[config.mk]
export PLATFORM = sky130hd
export DESIGN_NAME = add_operand_sequencer
export DESIGN_NICKNAME = d
export VERILOG_FILES = /design/src/rtl/add_operand_sequencer_pkg.sv /design/src/rtl/add_operand_sequencer_collector.sv /design/src/rtl/add_operand_sequencer.sv
export SDC_FILE = /design/constraint.sdc
export NUM_CORES = 1
export LEC_CHECK = 0
export ABC_AREA = 1
export CAP_MARGIN = 10
export CORE_ASPECT_RATIO = 1.1
export CORE_MARGIN = 4
export CORE_UTILIZATION = 42
export CTS_CLUSTER_DIAMETER = 40
export DETAILED_ROUTE_END_ITERATION = 10
export PLACE_DENSITY = 0.79
export SLEW_MARGIN = 20
export SYNTH_ARGS = -nofsm -noshare
export SYNTH_HDL_FRONTEND = slang
export SYNTH_SLANG_ARGS = --single-unit
[constraint.sdc]
create_clock -name clk -period 3.7 [get_ports clk]
set_input_delay 0.74 -clock clk [delete_from_list [all_inputs] [get_ports clk]]
set_output_delay 0.74 -clock clk [all_outputs]
set_load 0.05 [all_outputs]
[src/rtl/add_operand_sequencer_pkg.sv]
// rtl/add_operand_sequencer_pkg.sv - shared state encoding and control-byte layout
package add_operand_sequencer_pkg;

  typedef enum logic [1:0] {
    ST_LOAD   = 2'd0,
    ST_EXEC   = 2'd1,
    ST_RESULT = 2'd2
  } state_t;

  localparam int CTRL_CIN_BIT = 0;

  // Byte counter must reach 2*nbytes (the control byte index).
  function automatic int byte_cnt_width(input int nbytes);
    return $clog2(2 * nbytes + 1);
  endfunction

endpackage

[src/rtl/add_operand_sequencer_collector.sv]
// rtl/add_operand_sequencer_collector.sv - byte-lane decoder and A/B/cin operand registers
module add_operand_sequencer_collector
  import add_operand_sequencer_pkg::*;
#(
  parameter int NBYTES = 4,
  parameter int DATA_W = 8 * NBYTES,
  parameter int BCNT_W = byte_cnt_width(NBYTES)
) (
  input  logic              clk,
  input  logic              rst,
  input  logic [7:0]        in_data,
  input  logic              accept,
  input  logic              flush,
  output logic [BCNT_W-1:0] byte_cnt,
  output logic              ctrl_byte,
  output logic [DATA_W-1:0] op_a,
  output logic [DATA_W-1:0] op_b,
  output logic              op_cin
);

  localparam logic [BCNT_W-1:0] CTRL_IDX = BCNT_W'(2 * NBYTES);

  assign ctrl_byte = (byte_cnt == CTRL_IDX);

  // Byte counter plus lane writes; operands are only overwritten, never cleared between transactions.
  always_ff @(posedge clk or posedge rst) begin
    if (rst) begin
      byte_cnt <= '0;
      op_a     <= '0;
      op_b     <= '0;
      op_cin   <= 1'b0;
    end else if (flush) begin
      byte_cnt <= '0;
    end else if (accept) begin
      byte_cnt <= ctrl_byte ? '0 : byte_cnt + BCNT_W'(1);
      for (int k = 0; k < NBYTES; k++) begin
        if (byte_cnt == BCNT_W'(k))
          op_a[8*k +: 8] <= in_data;
        if (byte_cnt == BCNT_W'(NBYTES + k))
          op_b[8*k +: 8] <= in_data;
      end
      if (ctrl_byte)
        op_cin <= in_data[CTRL_CIN_BIT];
    end
  end

endmodule

[src/rtl/add_operand_sequencer.sv]
// rtl/add_operand_sequencer.sv - byte-stream front end that loads, launches and returns one wide add
module add_operand_sequencer
  import add_operand_sequencer_pkg::*;
#(
  parameter int DATA_W = 32,
  parameter int CNT_W  = 16
) (
  input  logic              clk,
  input  logic              rst,
  input  logic [7:0]        in_data,
  input  logic              in_valid,
  output logic              in_ready,
  input  logic              flush,
  output logic [DATA_W-1:0] op_a,
  output logic [DATA_W-1:0] op_b,
  output logic              op_cin,
  input  logic [DATA_W-1:0] add_sum,
  input  logic              add_cout,
  input  logic              add_ovf,
  output logic [DATA_W-1:0] res_sum,
  output logic              res_cout,
  output logic              res_ovf,
  output logic              res_valid,
  input  logic              res_ready,
  output logic              busy,
  output logic [CNT_W-1:0]  ops_done
);

  localparam int NBYTES = DATA_W / 8;
  localparam int BCNT_W = byte_cnt_width(NBYTES);

  state_t             state, state_nxt;
  logic [BCNT_W-1:0]  byte_cnt;
  logic               ctrl_byte;
  logic               accept;
  logic               handoff;

  assign in_ready = (state == ST_LOAD);
  // flush outranks both the byte accept and the result hand-off.
  assign accept   = in_valid & in_ready & ~flush;
  assign handoff  = (state == ST_RESULT) & res_valid & res_ready & ~flush;
  assign busy     = (state != ST_LOAD) || (byte_cnt != '0);

  add_operand_sequencer_collector #(
    .NBYTES (NBYTES),
    .DATA_W (DATA_W),
    .BCNT_W (BCNT_W)
  ) u_collector (
    .clk       (clk),
    .rst       (rst),
    .in_data   (in_data),
    .accept    (accept),
    .flush     (flush),
    .byte_cnt  (byte_cnt),
    .ctrl_byte (ctrl_byte),
    .op_a      (op_a),
    .op_b      (op_b),
    .op_cin    (op_cin)
  );

  // State register.
  always_ff @(posedge clk or posedge rst) begin
    if (rst)
      state <= ST_LOAD;
    else
      state <= state_nxt;
  end

  // Next-state: load bytes, one settle cycle for the adder, then hold until consumed.
  always_comb begin
    state_nxt = state;
    if (flush) begin
      state_nxt = ST_LOAD;
    end else begin
      case (state)
        ST_LOAD:   if (accept && ctrl_byte) state_nxt = ST_EXEC;
        ST_EXEC:   state_nxt = ST_RESULT;
        ST_RESULT: if (handoff) state_nxt = ST_LOAD;
        default:   state_nxt = ST_LOAD;
      endcase
    end
  end

  // Result capture at the end of EXEC, hand-off bookkeeping in RESULT.
  always_ff @(posedge clk or posedge rst) begin
    if (rst) begin
      res_sum   <= '0;
      res_cout  <= 1'b0;
      res_ovf   <= 1'b0;
      res_valid <= 1'b0;
      ops_done  <= '0;
    end else if (flush) begin
      res_valid <= 1'b0;
    end else if (state == ST_EXEC) begin
      res_sum   <= add_sum;
      res_cout  <= add_cout;
      res_ovf   <= add_ovf;
      res_valid <= 1'b1;
    end else if (handoff) begin
      res_valid <= 1'b0;
      ops_done  <= ops_done + CNT_W'(1);
    end
  end

endmodule

==> results.txt <==
IO Pins: 165
Crit path capture type: output pin
R2r endpoint: res_sum[19]$_DFFE_PP0P_
CTS resizes: 0
Max incr delay on CP: 0.84 ns
Actual slew at the worst max-slew pin: 0.8882 ns
CP cell instances: inv_1, ha_1, nand3_1, clkdlybuf4s50_1
Die area: 13810 µm²
Slew headroom: 40.72%
Final Cycle Share: 78.25%
FP Rows: 41
Vias in the first global route: 4063
Post-CTS Hold Buffers: 0
WP data arrival: 2.16 ns
Hold Crit Class: flop to flop
Flops & latches, synth: 122
Die X: 112.4 µm
Dpl ws: 0.9749 ns
Clock slew at reported path FFs: 0.05 ns
Leading cell type in the layout, fill and taps excluded: clkdlybuf4s50_1
Final Max Slew Viols: 0
CTS root buffer: clkbuf_16
Post-Route Setup TNS: 0 ns
Most frequent cells in the layout: clkdlybuf4s50_1 (164), dfrtp_1 (122), nand2_1 (71)
Startpoint Class: flop
Area grow syn2layout: 47.60%
Critical path launch point: u_collector.byte_cnt[0]$_DFFE_PP0P_
Crit path max fanout: 4
DRC violation total after the first TritonRoute iteration: 193
RSZ-0062 raised after global routing: no
Worst Hold End: u_collector.op_a[29]$_DFFE_PP0P_
Register area share after synthesis: 60.59%
DRT antenna net count: 0
Cells on worst reg2reg path: 3
Fmax achieved: 345.4 MHz
Slowest cell on crit path: clkdlybuf4s50_1
Yosys warnings: 0
Worst hold path depth: 2
Clk_skew: 0.007380 ns
Diode count: 0
Pre-antenna DRT Iters: 4
Core Region: 11590 µm²
Worst path bufs/invs: 2
Status: complete, no violations
H-tree depth: 4
Worst-Skew Late Latency: 0.41 ns
Mean Syn Cell Area: 10.98 µm²
WL final: 13330 µm
Fin. Hold Viols: 0
Syn_nets: 511
DR WL/cell: 16.76 µm
Final setup violation count: 0
CTS max path bufs: 2
Pin count of the biggest net entering global routing: 48
Clock sink count: 122
Worst path top cell family by delay: buffers and inverters
Top cells by area, synth: dfrtp_1 (61%), mux2_2 (7.6%), nand2_1 (5.3%)
Hold_sp: u_collector.op_a[29]$_DFFE_PP0P_
Leak: 3.373 nW
First-pass GRT wire length: 21600 µm
Total Nets Final: 686
Peak VDD IR: 0.0005242 V
Post-synth top area share: 60.59%
Starting Density: 43.46%
Setup WS post-layout: 0.8049 ns
R2R Path Start: state[1]$_DFFE_PP0P_
GPL Wtd Cong: 0.8053
Mapped cell area: 5039 µm²
Max-cap violations: 0
Power Density: 594.5 nW/µm²
DRC viols: 0
Required time of the critical path: 2.96 ns
Global route overflow: 0
Synth Instances: 459
Die height: 122.9 µm
Total number of vias: 3949
Library cells used by synthesis: 27
CTS tree: done
IO buf count: 164
Tmin final: 2.895 ns
Post-CTS Setup Bufs: 0
Yosys top cell by area: dfrtp_1
Total power: 4.422 mW
Number of buffers created by CTS: 17
Initial antenna violation count: 0
Final HPWL DP: 9620 µm
Post-DR vias/cell: 4.967
R2r setup slk: 1.80 ns
Total track usage: 20.14%
Layout cell share with drive strength beyond 1: 15.19%
Worst setup path category: flop to output pin
stage by stage:
step	instances	utilization [%]	instance area (µm²)	hold slack (ns)
floorplan	459	-	5042	0.5959
global placement	765	58.67	6802	0.4666
detailed placement	765	58.67	6802	0.4702
CTS	795	64.15	7437	0.4848
global route	795	64.15	7437	0.5090
finish	795	64.15	7437	0.4830
registers in the layout, indices dropped and copies added (netlist names):
name,count
res_ovf,1
u_collector.op_b,32
u_collector.op_a,32
res_cout,1
u_collector.byte_cnt,4
res_valid,1
state,2
res_sum,32
u_collector.op_cin,1
ops_done,16
worst reg2reg max path: cells and delay by family, from the launching register on:
family / cells / cell delay, ns
simple gates: 1 / 0.68
mux: 1 / 0.58
flops: 1 / 0.41
buf+inv: 1 / 0.10
layer usage:
metal	wire [µm]	track usage, %	part of all wire [%]
met5	0	0	0
met4	206	6.912	1.5
met3	894	5.473	6.7
met2	6595	33.05	49
met1	5627	25.97	42
how the worst max path moves through the flow:
stage	end	slack [ns]	cells past startpoint
2_1_floorplan	ops_done[0]$_DFFE_PP0P_	1.46	1
3_3_place_gp	res_sum[28]$_DFFE_PP0P_	1.06	4
3_5_place_dp	res_sum[19]$_DFFE_PP0P_	0.97	4
4_1_cts	busy	0.80	4
5_1_grt	busy	0.71	4
6_report	busy	0.80	4
report_power, final:
part           switching, mW  internal (mW)  total [mW]
sequential            0.0845           1.48        1.56
combinational          0.740          0.363        1.10
clock                  0.548           1.21        1.75
cell usage after synthesis, drive strengths merged:
cell type	instances
nand4	8
nor2	70
nand3	22
nor3	2
dfrtp	122
buf	11
mux2	34
o22ai	1
clkinv	1
inv	31
nand3b	2
nand2	71
ha	5
o21ai	23
xnor2	5
a21oi	49
xor2	2
layout make-up:
cell class	instances	area (µm²)
fill	929	4156
sequential	122	3053
multi-input combinational	294	1755
timing repair buffer	167	1677
clock buffer	23	498.0
tap	150	187.7
clock inverter	7	137.6
inverter	32	128.9
cells by family (layout without fill, tap and decap cells):
family | after synthesis | after routing | synth area share [%]
AO/OA/AOI/OAI | 73 | 73 | 8.170
flip-flops | 122 | 122 | 60.59
AND/OR/NAND/NOR | 175 | 175 | 16.61
buffers and inverters | 43 | 229 | 4.569
XOR/XNOR | 7 | 7 | 1.217
multiplexers | 34 | 34 | 7.599
adder cells (fa/ha/maj) | 5 | 5 | 1.242
Power figures use the tool's default switching activity.
